**config.mk**
```make
export PLATFORM = sky130hd
export DESIGN_NAME = mat_mul_loader_flat
export DESIGN_NICKNAME = d
export VERILOG_FILES = /design/src/rtl/mat_mul_loader_pkg.sv /design/src/rtl/mat_mul_loader_if.sv /design/src/rtl/mat_mul_loader.sv /design/src/flat_wrapper.sv
export SDC_FILE = /design/constraint.sdc
export NUM_CORES = 1
export LEC_CHECK = 0
export BUFFER_PORTS_ARGS = -buffer_cell sky130_fd_sc_hd__buf_2
export CAP_MARGIN = 20
export CELL_PAD_IN_SITES_DETAIL_PLACEMENT = 1
export CELL_PAD_IN_SITES_GLOBAL_PLACEMENT = 2
export CORE_AREA = 2 2 423 425
export DETAILED_ROUTE_END_ITERATION = 16
export DIE_AREA = 0 0 425 427
export PLACE_DENSITY = 0.63
export SYNTH_ARGS = -nofsm -noshare
export SYNTH_HDL_FRONTEND = slang
export SYNTH_SLANG_ARGS = --single-unit
```
**constraint.sdc**
```tcl
create_clock -name clk -period 1.9 [get_ports clk]
set_input_delay 0.095 -clock clk [delete_from_list [all_inputs] [get_ports clk]]
set_output_delay 0.095 -clock clk [all_outputs]
set_load 0.02 [all_outputs]
```
**src/rtl/mat_mul_loader_pkg.sv**
```systemverilog
// Shared definitions for the matrix-multiply operand loader: state encoding
// and the beat-count derivation used to size the frame register.
package mat_mul_loader_pkg;

    typedef enum logic [1:0] {
        ST_FILL  = 2'd0,
        ST_FIRE  = 2'd1,
        ST_DRAIN = 2'd2
    } state_t;

    function automatic int beats_of(input int n, input int w_in, input int bus_w);
        return (2 * n * n) / (bus_w / w_in);
    endfunction

    // Keep the counter at least one bit wide even for a single-beat frame.
    function automatic int cnt_width(input int beats);
        return (beats > 1) ? $clog2(beats) : 1;
    endfunction

endpackage

```
**src/rtl/mat_mul_loader_if.sv**
```systemverilog
// Narrow valid/ready beat stream feeding the loader; the upstream drives
// the master side and the loader is the slave.
interface mat_mul_loader_if #(
    parameter int BUS_W = 64
);
    logic [BUS_W-1:0] s_data;
    logic             s_valid;
    logic             s_last;
    logic             s_ready;

    modport master (output s_data, output s_valid, output s_last, input s_ready);
    modport slave  (input s_data, input s_valid, input s_last, output s_ready);
endinterface

```
**src/rtl/mat_mul_loader.sv**
```systemverilog
// Assembles one operand frame (matrix_1 then matrix_2) from the beat stream
// and pulses valid_out once complete; malformed frames are dropped with frame_err.
//
//  state    | meaning
//  ---------+-------------------------------------------------------------
//  ST_FILL  | accepting beats into the frame register, counting to BEATS-1
//  ST_FIRE  | one-cycle valid_out pulse, upstream stalled
//  ST_DRAIN | discarding beats after a missing s_last until one carries it
module mat_mul_loader
    import mat_mul_loader_pkg::*;
#(
    parameter int W_IN  = 8,
    parameter int N     = 8,
    parameter int BUS_W = 64
) (
    input  logic                   clk,
    input  logic                   resetn,
    input  logic                   flush,
    mat_mul_loader_if.slave        beat,
    output logic                   valid_out,
    output logic [2*N*N*W_IN-1:0]  data_out,
    output logic                   frame_err
);

    localparam int E     = BUS_W / W_IN;
    localparam int BEATS = beats_of(N, W_IN, BUS_W);
    localparam int CW    = cnt_width(BEATS);
    localparam logic [CW-1:0] LAST_BEAT = CW'(BEATS - 1);

    if ((E == 0) || ((BUS_W % W_IN) != 0) || (((2 * N * N) % ((E == 0) ? 1 : E)) != 0))
    begin : g_param_check
        $error("mat_mul_loader: BUS_W must hold a whole number of elements dividing 2*N*N");
    end

    state_t           state;
    logic [CW-1:0]    beat_cnt;
    logic             ready_q;
    logic [BUS_W-1:0] frame [BEATS];
    logic             hs;

    assign beat.s_ready = ready_q;
    assign hs           = beat.s_valid & ready_q;

    always_comb begin
        data_out = '0;
        for (int b = 0; b < BEATS; b++) begin
            data_out[b*BUS_W +: BUS_W] = frame[b];
        end
    end

    always_ff @(posedge clk or negedge resetn) begin
        if (!resetn) begin
            state     <= ST_FILL;
            beat_cnt  <= '0;
            ready_q   <= 1'b0;
            valid_out <= 1'b0;
            frame_err <= 1'b0;
            for (int b = 0; b < BEATS; b++) begin
                frame[b] <= '0;
            end
        end else begin
            valid_out <= 1'b0;
            frame_err <= 1'b0;
            ready_q   <= 1'b1;
            // Flush outranks a same-cycle beat; a FIRE pulse is already on the wire.
            if (flush) begin
                state    <= ST_FILL;
                beat_cnt <= '0;
            end else begin
                case (state)
                    ST_FILL: begin
                        if (hs) begin
                            frame[beat_cnt] <= beat.s_data;
                            if (beat_cnt == LAST_BEAT) begin
                                beat_cnt <= '0;
                                if (beat.s_last) begin
                                    state     <= ST_FIRE;
                                    valid_out <= 1'b1;
                                    ready_q   <= 1'b0;
                                end else begin
                                    state     <= ST_DRAIN;
                                    frame_err <= 1'b1;
                                end
                            end else if (beat.s_last) begin
                                beat_cnt  <= '0;
                                frame_err <= 1'b1;
                            end else begin
                                beat_cnt <= beat_cnt + CW'(1);
                            end
                        end
                    end
                    ST_FIRE: begin
                        state <= ST_FILL;
                    end
                    ST_DRAIN: begin
                        if (hs && beat.s_last) begin
                            state <= ST_FILL;
                        end
                    end
                    default: begin
                        state    <= ST_FILL;
                        beat_cnt <= '0;
                    end
                endcase
            end
        end
    end

endmodule
```
**src/flat_wrapper.sv**
```systemverilog
// flat-port wrapper written by rule: the top's interface ports become plain ports
module mat_mul_loader_flat import mat_mul_loader_pkg::*;
#(
    parameter int W_IN  = 8,
    parameter int N     = 8,
    parameter int BUS_W = 64
)
  (clk, resetn, flush, valid_out, data_out, frame_err, beat_s_data, beat_s_valid, beat_s_last, beat_s_ready);
  mat_mul_loader_if #(.BUS_W(BUS_W)) beat_i ();
  input  logic clk;
  input  logic resetn;
  input  logic flush;
  output logic valid_out;
  output logic [2*N*N*W_IN-1:0] data_out;
  output logic frame_err;
  input wire logic [$bits(beat_i.s_data)-1:0] beat_s_data;
  input wire logic [$bits(beat_i.s_valid)-1:0] beat_s_valid;
  input wire logic [$bits(beat_i.s_last)-1:0] beat_s_last;
  output wire logic [$bits(beat_i.s_ready)-1:0] beat_s_ready;
  assign beat_i.s_data = beat_s_data;
  assign beat_i.s_valid = beat_s_valid;
  assign beat_i.s_last = beat_s_last;
  assign beat_s_ready = beat_i.s_ready;
  mat_mul_loader #(.W_IN(W_IN), .N(N), .BUS_W(BUS_W)) u_core (.clk(clk), .resetn(resetn), .flush(flush), .beat(beat_i), .valid_out(valid_out), .data_out(data_out), .frame_err(frame_err));
endmodule
```
# [Word-level counts from Yosys, hierarchy flattened]
# Cells that the tools add are included.
[totals] register_bits=1033 inputBits=69 output_inout_bits=1027 word_cells=69
[classes] addsub=1 n_lt_le_gt_ge=2 n_eq_ne=7 mux=28 bitwise=3 n_reduce_logical=7
[ops] op="1024-bit bitwise mux" count=1
[ops] op="64-bit demux with 4-bit select" count=1
[ops] op="64-bit two-way mux" count=1
[ops] op="4-bit two-way mux" count=4
[ops] op="1-bit two-way mux" count=14
[ops] op="2-bit two-way mux" count=5
[ops] op="3-bit by 2-bit != test with 1-bit output (second input constant)" count=3
[ops] op="4-bit case mux with 2 select lines" count=1
[ops] op="3-bit AND reduction" count=2
[ops] op="5-bit >= comparator (second input constant)" count=1
[ops] op="5-bit by 1-bit < comparator with 1-bit output (second input constant)" count=1
[ops] op="4-bit inverter with 5-bit output" count=1
[ops] op="4-bit by 1-bit adder with 4-bit output (second input constant)" count=1
[ops] op="4-bit == test (second input constant)" count=1
[ops] op="2-bit case mux with 2 select lines" count=1
[ops] op="2-bit by 1-bit == test with 1-bit output (second input constant)" count=1
[ops] op="2-bit == test (second input constant)" count=1
[ops] op="1-bit logical AND" count=2
[ops] op="2-bit zero test" count=1
[ops] op="2-bit by 1-bit != test with 1-bit output (second input constant)" count=1
[ops] op="2-bit AND reduction" count=1
[ops] op="2-bit OR reduction" count=1
[ops] op="1-bit AND" count=1
[ops] op="1-bit inverter" count=1

# [Longest topological paths before layout]
# Gate-level depths: netlist (run 1).
[logic_depth] depth_word=6 depth_mapped=8 ltp_nobuf=6

# [Worst setup path after synthesis (run 1)]
# Ideal clock, no wire load.
[synth_timing] path_type="reg2reg" start="reg u_core.state[0]" end="reg u_core.frame (netlist bit u_core.data_out[1000])" setup_ns=0.125 t_arrival_ns=1.839 required_ns=1.775 slack_ns=-0.064 path_stages_with_launch=9 path_buffers=3 period_less_slack_ns=1.964 path_cell_list="dfrtp_1 -> inv_1 -> ha_1 -> and4b_1 -> buf_6 -> and2_1 -> buf_2 -> buf_2 -> mux2_2"
[synth_between] elab_chain_len=2
[synth_rtl] item="start, declared" line_no="mat_mul_loader.sv:35" rtl="state_t state;"
[synth_rtl] item="start signal, assigned" line_no="mat_mul_loader.sv:53" rtl="state <= ST_FILL;"
[synth_rtl] item="start signal, assigned" line_no="mat_mul_loader.sv:67" rtl="state <= ST_FILL;"
[synth_rtl] item="start signal, assigned" line_no="mat_mul_loader.sv:77" rtl="state <= ST_FIRE;"
[synth_rtl] item="2-bit zero test" line_no="mat_mul_loader.sv:70" rtl="case (state)"
[synth_rtl] item="3-bit AND reduction (no line)"
[synth_rtl] item="end signal, assigned by index" line_no="mat_mul_loader.sv:73" rtl="frame[beat_cnt] <= beat.s_data;"
[synth_rtl] item="end, declared" line_no="mat_mul_loader.sv:38" rtl="logic [BUS_W-1:0] frame [BEATS];"
# Every way passes these cells.
# A chain may end at the register's enable or synchronous reset.

# [Worst setup path after layout (run 1)]
[layout_timing] start="reg u_core.state[0]" end="reg u_core.frame (netlist bit u_core.data_out[864])"
# The elaborated chain is that of the path after synthesis.

==> results.txt, run 1 <==
* Result of the run: finished with violations
- Violations in the final reports: negative setup slack
- Via/cell ratio: around 4.2
- The clock network burns approximately 43% of the power.
* Delay of the slowest critical-path stage: approximately 400 ps
* Max Root-Sink Buffers: 3
- Class of the worst hold path: input pin to asynchronous set/reset pin
- Setup violations remaining at the end of the flow were counted as between 900 and 1,000.
- After synthesis the netlist holds a flip-flop and latch count of 1,033.
- Smallest setup slack after layout: -229 ps
* CP max FO: 30
- Total via count in the routed design: between 20,000 and 30,000
* Kind of capture point of the worst setup path: flip-flop
- Of the total power, the share spent switching nets is 27.6%.
- STA puts the critical path data required time at 2520 ps.
- Slew Viols, Final: 0
- Count of cell types in the netlist: 33
- The most used flip-flop cell after synthesis is sky130_fd_sc_hd__dfrtp_1.
* Global placement routability congestion: around 0.76
- The layout has about 19,000 filler cells.
* Clock slew at the register clock pins of the worst setup and hold paths: 70 ps
- The total overflow left after global routing is 0.
- Setup slack of the worst register-to-register path: -230 ps
* Max Cap Violations: 0
- Switching power of the nets: approximately 15,000 µW
* Drt pass-1 iters: 5
* CTS HTree Levels: 3
* Power density normalized to cell area: 983 mW/mm²
* Pin count of the biggest net entering global routing: 97
* Number of buffers inserted by port buffering: approximately 1,100
* Post-detailed-route wirelength per cell: roughly 27 µm
- Timing-limited maximum frequency: roughly 470 MHz
- Static leakage: 0.0302 µW
- Num rows: about 160
* Launch point of the worst reg-to-reg path: u_core.state[0]
- Residual DRC count: 0
- The number of global-route vias before repair came to roughly 27,000.
- Net count after synthesis: roughly 2,400
* I/O pin cnt: around 1,100
- Summing every instance area after synthesis gives roughly 0.039 mm².
* Clock latency on the worst-skew pair: a little under 800 ps
- Final setup TNS: -123,050 ps
* Hold Violations, Final: 0
* Die Height: between 400 and 500 µm
- The clock arrives with 54.7 ps of skew.
- After the flow finishes, the layout carries non-filler instances totaling around 6,000.
- In the global route stage, overall resource usage came out at between 15 and 20%.
* Worst path slowest cell: sky130_fd_sc_hd__dfrtp_1
- TritonCTS built the clock tree.
* Area of the die: around 0.18 mm²
- The endpoint identified for the worst register-to-register timing path is u_core.data_out[864].
- Worst-Margin Slew: about 710 ps
- STA puts the critical path data arrival time at 2750 ps.
- Category of the critical setup timing path: flip-flop to flip-flop
* Setup repair after global routing missed its margin: yes
- Yosys warning count: 0
- For the worst flop-to-flop path, the logic depth is 7.
- Shortest period the worst path allows: roughly 2100 ps
- Clock root cell: sky130_fd_sc_hd__clkbuf_16
* Internal power consumption: between 30,000 and 40,000 µW
* Portion of total power attributed to combinational logic: 12.3%
* Type of element launching the critical path: flip-flop
* Number of cells in the design after placement: around 5,700
- In this run, the number of DRC markers left after iteration 0 of detailed routing was between 1,000 and 1,500.
* Post-synthesis average cell area: about 17 µm²
- Area added between synthesis and finish: 39.5%
* Overall routed net length: approximately 170,000 µm
- Effective utilization at floorplan: ~22%
* Placeable core area: about 0.18 mm²
- Number of clock buffers inserted by TritonCTS: 118
- Count of flip-flops with a built-in enable after synthesis: 0
- Ys async rst share: 100%
- Sequential group share of total power: between 40 and 50%
* Fin crit share: 112%
- Die X: about 430 µm
* Worst ir drop on vdd: slightly above 800 µV
- The count of nets left with antenna violations once routing finished came out at 0.
- Net count reported at finish: 3,673
- Cell-by-cell trace of the critical path: inv_2, ha_4, and4b_2, clkbuf_16, nand4_4, buf_12, mux2_2
* Worst relative slew slack: 53.0%
- The clock net in this run drives a total of slightly above 1,000 sinks.
- Portion of the post-synthesis area used by sequential elements: 66.2%
- Wire length of the first global-routing pass: ~220,000 µm
* Fraction of final layout cells sized beyond drive strength 1: between 60 and 70%
* DPL Wire Length: between 100,000 and 150,000 µm
- Synthesis produced a netlist whose cell count is about 2,300.
- Initial antenna violation count: 9
-- state kept, by name, indices dropped and copies added (netlist names) --
register             flops
u_core.data_out       1024
u_core.valid_out         1
u_core.beat_cnt          4
u_core.beat.s_ready      1
u_core.state             2
u_core.frame_err         1
-- routing by layer --
metal	GRT usage (%)	share of wire [%]	vias to the layer above
met5	0	0	-
met4	6.26	3.3	0
met3	4.31	6.2	218
met2	29.7	51	768
met1	20.1	40	13760
li1	-	-	10724
-- critical path, delay by kind of cell, from the launching register on --
kind / cells / cell delay, ps
multiplexers: 1 / 350
adder cells (fa/ha/maj): 1 / 120
AND/OR/NAND/NOR: 2 / 470
flip-flops: 1 / 390
buffers and inverters: 3 / 500
-- worst max path at each step --
stage	from	end	slack, ps	cells after the start
floorplan	u_core.state[1]	u_core.data_out[1000]	-10	8
global placement	u_core.state[0]	u_core.data_out[946]	-250	7
detailed placement	u_core.state[0]	u_core.data_out[944]	-260	7
CTS	u_core.state[1]	u_core.data_out[9]	-270	8
global route	u_core.state[1]	u_core.data_out[53]	-260	9
finish	u_core.state[0]	u_core.data_out[864]	-230	7
-- cell usage after synthesis (3+ instances only) --
cell / count / share of area, %
sky130_fd_sc_hd__dfrtp_1: 1033 / 66
sky130_fd_sc_hd__inv_1: 8 / 0.077
sky130_fd_sc_hd__mux2_2: 959 / 28
sky130_fd_sc_hd__ha_1: 6 / 0.19
sky130_fd_sc_hd__mux2_1: 45 / 1.3
sky130_fd_sc_hd__buf_2: 60 / 0.77
sky130_fd_sc_hd__mux2_4: 20 / 0.77
sky130_fd_sc_hd__nand3_1: 9 / 0.12
sky130_fd_sc_hd__buf_6: 43 / 1.2
sky130_fd_sc_hd__nand3_2: 5 / 0.13
sky130_fd_sc_hd__nand4_2: 3 / 0.096
sky130_fd_sc_hd__and3_1: 3 / 0.048
sky130_fd_sc_hd__nor2b_1: 5 / 0.080
sky130_fd_sc_hd__nand3_4: 7 / 0.31
sky130_fd_sc_hd__clkbuf_1: 64 / 0.61
-- power groups by stage --
stage / registers, µW / clock network [µW] / logic (µW)
detailed placement: 24300 / 0 / 6360
finish: 24000 / 23000 / 6610
global route: 24100 / 24600 / 6980
CTS: 23900 / 23700 / 6510
floorplan: 26000 / 0 / 1440
global placement: 24300 / 0 / 6310
-- layout by cell type (no fill, tap or decap), types with 2 or more instances in the layout --
cell,n
sky130_fd_sc_hd__ha_1,5
sky130_fd_sc_hd__and3_1,3
sky130_fd_sc_hd__nor2b_1,3
sky130_fd_sc_hd__buf_12,61
sky130_fd_sc_hd__mux2_2,912
sky130_fd_sc_hd__clkbuf_1,35
sky130_fd_sc_hd__clkinv_4,3
sky130_fd_sc_hd__buf_16,30
sky130_fd_sc_hd__nand4_4,3
sky130_fd_sc_hd__clkbuf_16,133
sky130_fd_sc_hd__inv_1,6
sky130_fd_sc_hd__clkbuf_8,23
sky130_fd_sc_hd__mux2i_1,2
sky130_fd_sc_hd__mux2_4,68
sky130_fd_sc_hd__inv_16,3
sky130_fd_sc_hd__nand3_1,9
sky130_fd_sc_hd__nor2b_2,2
sky130_fd_sc_hd__nand3_4,12
sky130_fd_sc_hd__inv_2,2
sky130_fd_sc_hd__mux2_1,44
sky130_fd_sc_hd__buf_4,71
sky130_fd_sc_hd__diode_2,11
sky130_fd_sc_hd__buf_8,5
sky130_fd_sc_hd__dlygate4sd3_1,69
sky130_fd_sc_hd__bufbuf_16,2
sky130_fd_sc_hd__buf_6,7
sky130_fd_sc_hd__o211ai_1,2
sky130_fd_sc_hd__nor3b_1,2
sky130_fd_sc_hd__buf_2,1094
sky130_fd_sc_hd__inv_6,5
sky130_fd_sc_hd__dfrtp_1,1033
sky130_fd_sc_hd__clkinv_2,22
sky130_fd_sc_hd__bufinv_16,5
sky130_fd_sc_hd__clkinv_16,3
-- what timing repair did --
| item | 4_1_cts | 5_1_grt |
|---|---|---|
| pin swaps | 4 | 4 |
| hold endpoints to repair | 2056 | 0 |
| buffers inserted | 11 | 10 |
| gates resized for setup | 47 | 86 |
| hold buffers | 70 | 0 |
| endpoints found under the setup margin | 1015 | 1024 |
| cloned | 17 | 18 |
-- kinds of logic after synthesis --
group	Yosys count	share of synthesized area, %
AND/OR/NAND/NOR	42	0.964
adder cells (fa/ha/maj)	6	0.192
AO/OA/AOI/OAI	8	0.167
multiplexers	1026	29.8
XOR/XNOR	1	0.0224
buffers and inverters	176	2.74
flip-flops	1033	66.2
-- per-stage QoR --
| stage | power [µW] | hold WS [ps] | setup WS (ps) | area, µm² | utilization (%) |
|---|---|---|---|---|---|
| after floorplan | 27400 | -201 | -12.8 | 39100 | - |
| after global placement | 30600 | 51.7 | -251 | 48200 | 27.2 |
| after global routing | 55700 | 77.7 | -261 | 54500 | 30.7 |
| after detailed placement | 30700 | 44.4 | -256 | 48200 | 27.2 |
| final | 53600 | 92.8 | -229 | 54500 | 30.8 |
| after CTS | 54200 | 41.5 | -275 | 53600 | 30.3 |
-- final cells by class --
type                       count  area (µm²)  area share, %
sequential                  1033       25800           47.4
multi-input combinational   1083       12400           22.8
timing repair buffer        1354        9340           17.1
clock buffer                 176        3400           6.24
tap                         2355        2950           5.40
clock inverter                43         504          0.925
inverter                       8        30.0         0.0551
antenna                       11        27.5         0.0505
Note: power is estimated with default switching activity, not from simulation.
==> inputs of run 2 (changes only) <==
Settings changed: REMOVE_ABC_BUFFERS set to 1.
==> run 2 against run 1 <==
  * The run still ends with negative setup slack left
  * Setup slack worse by 39 ps
  * Via count hardly changed
  * First-iteration DRC count is 6.8% lower
  * Highest routed layer unchanged
  * Die area stayed put
  * Critical path type unchanged
  * Non-clock buffer count is 21 higher
  * Sequential power hardly changed
==> results.txt, run 2 (synthesized netlist as in run 1, its figures left out) <==
* Vias in the first global route: 26,544 (-0.12%)
- The post-detailed-placement half-perimeter wirelength is 109,000 µm (-1.0%).
- Placeable core area: 0.177 mm² (unchanged)
- The clock buffer count from CTS came to 117 (-0.85%).
- Hold-critical path endpoint: u_core.data_out[537]
* Top library cells by usage in the layout, fill and taps aside: sky130_fd_sc_hd__buf_2, sky130_fd_sc_hd__dfrtp_1, sky130_fd_sc_hd__mux2_2, sky130_fd_sc_hd__clkbuf_16, sky130_fd_sc_hd__buf_12
- Total via count in the routed design: 25,464 (-0.024%)
* CP max FO: 17 (-43%)
- The final worst clock skew was 23.0 ps (-31.7 ps).
- The die height is 427 µm (unchanged).
- Setup repair after global routing could not meet its margin everywhere.
- Smallest setup slack after layout: -268 ps (-39.1 ps)
- The wire length per cell after detailed routing was 27.6 µm (+0.95%).
- Area of the die: 0.181 mm² (unchanged)
- The number of rows created at floorplan was 155 (unchanged).
- The number of primary I/O pins came to 1,096 (unchanged).
* Result of the run: finished with violations
- The clock sink count was 1,033 (unchanged).
- The largest net degree at the start of global routing came to 102 (+5.2%).
- STA classifies the critical path endpoint as a flip-flop.
- Final design instance area without fill: 0.0548 mm² (+0.55%)
- Clock root cell: sky130_fd_sc_hd__clkbuf_16
- Final setup TNS: -170,380 ps (-47,340 ps)
* Number of buffers inserted by port buffering: 1,095 (unchanged)
- Fraction of final layout cells sized beyond drive strength 1: 67.0% (+0.14 points)
* Timing-limited maximum frequency: 461 MHz (-1.8%)
* Post-placement setup slack: -322 ps (-66.4 ps)
- Sequential cell area: 0.0258 mm² (unchanged)
* Total global routing track utilization: 16.7% (-0.38 points)
* Initial drt markers: 1,132 (-6.8%)
- Drt pass-1 iters: 4 (-1)
* Slew Viols, Final: 0 (unchanged)
- Launch point of the worst reg-to-reg path: u_core.state[1]
* Number of fill cells in the layout: 18,953 (-0.31%)
- The initial antenna violation count is 4 (-5).
- The critical path goes through inv_2, ha_4, and4b_2, buf_12, buf_12, nand3_4, buf_12, buf_16, mux2_2.
- The slowest stage of the critical path is the sky130_fd_sc_hd__dfrtp_1 cell.
- The peak per-stage delay on the critical path was 390 ps (about the same).
- CTS tree: done
- The shortest clock period the worst path allows after layout is 2170 ps (+39.1 ps).
* Static leakage: 0.0303 µW (+0.24%)
- Multi-input combinational cell area: 0.0124 mm² (-0.47%)
* Residual DRC count: 0 (unchanged)
* Die X: 425 µm (unchanged)
- The number of flip-flops in the largest register was 1,024 (unchanged).
- The number of nets in the layout is 3,693 (+0.54%).
- The period utilization is 114% (+2.1 points).
* Number of buffers and inverters on the critical path: 5 (+2)
- Max Cap Violations: 0 (unchanged)
* Number of cells on the worst hold path: 2
- The critical path data arrival time is 2810 ps (+60 ps).
- The maximum vdd ir drop is 762 µV (-7.8%).
- Remaining global-route overflow: 0 (unchanged)
- The register-to-register path setup slack came to -270 ps (-40 ps).
- The initial core utilization is 22.0% (unchanged).
* Required @ worst endpoint: 2540 ps (+20 ps)
- Capture instance of the worst register-to-register path: u_core.data_out[66]
* Number of cells on the worst reg-to-reg path: 9 (+2)
- Violations in the final reports: negative setup slack
* CTS HTree Levels: 3 (unchanged)
- Beginning of the worst hold path: beat_s_data[25]
* Final standard cell utilization of the core: 30.9% (+0.17 points)
- In this design, the critical path's most frequently occurring cell is sky130_fd_sc_hd__buf_12.
- The tightest min-delay check is of the input pin to flip-flop type.
* Power density normalized to cell area: 975 mW/mm² (-0.88%)
- The number of buffers on the longest clock path was 3 (unchanged).
- The worst setup path is launched from a flip-flop.
- The critical path in this run is classified as flip-flop to flip-flop.
- Wire length of the first global-routing pass: 214,000 µm (-2.0%)
- The transition time at the pin with the least slew margin came to 680 ps (-25.6 ps).
* Area added between synthesis and finish: 40.3%
* Overall routed net length: 168,000 µm (+1.1%)
- Setup violation total in the final timing report: 1,023 (+2.9%)
* Crit-path leading delay family: buffers and inverters
- The hold violation count in the final report was 0 (unchanged).
- Clock latency on the worst-skew pair: 780 ps (about the same)
- Most common cell after layout, fill and taps aside: sky130_fd_sc_hd__buf_2
- Global placement routability congestion: 0.761 (+0.17%)
- Worst relative slew slack: 54.7% (+1.7 points)
- Cell area after placement: 0.0483 mm² (+0.19%)
- Number of antenna-violating nets in the routed design: 0 (unchanged)
- The clock transition time at the flip-flop clock pins of the worst setup and hold paths was 60 ps (about the same).
* Via/cell ratio: 4.19 (-0.20%)
[run 2: layer usage]
| metal | track usage [%] | share of wire [%] |
|---|---|---|
| met5 | 0 | 0 |
| met4 | 6.73 | 4.0 |
| met3 | 4.08 | 5.4 |
| met2 | 29.7 | 51 |
| met1 | 19.0 | 39 |
[run 2: stage by stage]
stage / power [µW] / instances / hold slack, ps
after floorplan: 27300 / 2124 / -201
after global placement: 30800 / 5706 / 455
after detailed placement: 30900 / 5706 / 464
after CTS: 54200 / 6011 / 24.5
after global routing: 55400 / 6070 / 41.5
final: 53400 / 6074 / 51.1
[run 2: final cells by class]
| type | instances | share of cell area, % |
|---|---|---|
| well taps | 2355 | 5.38 |
| multi-input cells | 1083 | 22.5 |
| clock inverters | 28 | 0.664 |
| flip-flops and latches | 1033 | 47.2 |
| diodes | 6 | 0.0274 |
| repair buffers | 1375 | 17.8 |
| inverters | 8 | 0.0548 |
| clock buffers | 186 | 6.36 |
[run 2: how the worst max path moves through the flow]
stage	start	end	slack (ps)	cells past startpoint
after CTS	u_core.state[0]	u_core.data_out[920]	-260	9
after global routing	u_core.state[0]	u_core.data_out[66]	-320	9
final	u_core.state[1]	u_core.data_out[66]	-270	9
after floorplan	u_core.state[0]	u_core.data_out[1000]	-1810	5
after global placement	u_core.state[0]	u_core.data_out[806]	-340	7
after detailed placement	u_core.state[0]	u_core.data_out[826]	-320	7
[run 2: report_power, final]
| part | leakage (µW) | total [µW] | switching, µW | internal [µW] |
|---|---|---|---|---|
| sequential | 0.0141 | 24000 | 640 | 23300 |
| combinational | 0.0143 | 6670 | 4390 | 2280 |
| clock | 0.00187 | 22800 | 9780 | 13000 |
[run 2: what timing repair did]
item | CTS | global route
pin swaps | 3 | 3
resized for setup | 45 | 63
endpoints found under the hold margin | 1967 | 0
buffers inserted | 13 | 29
hold buffers | 68 | 0
setup endpoints to repair | 994 | 1020
cloned | 10 | 30
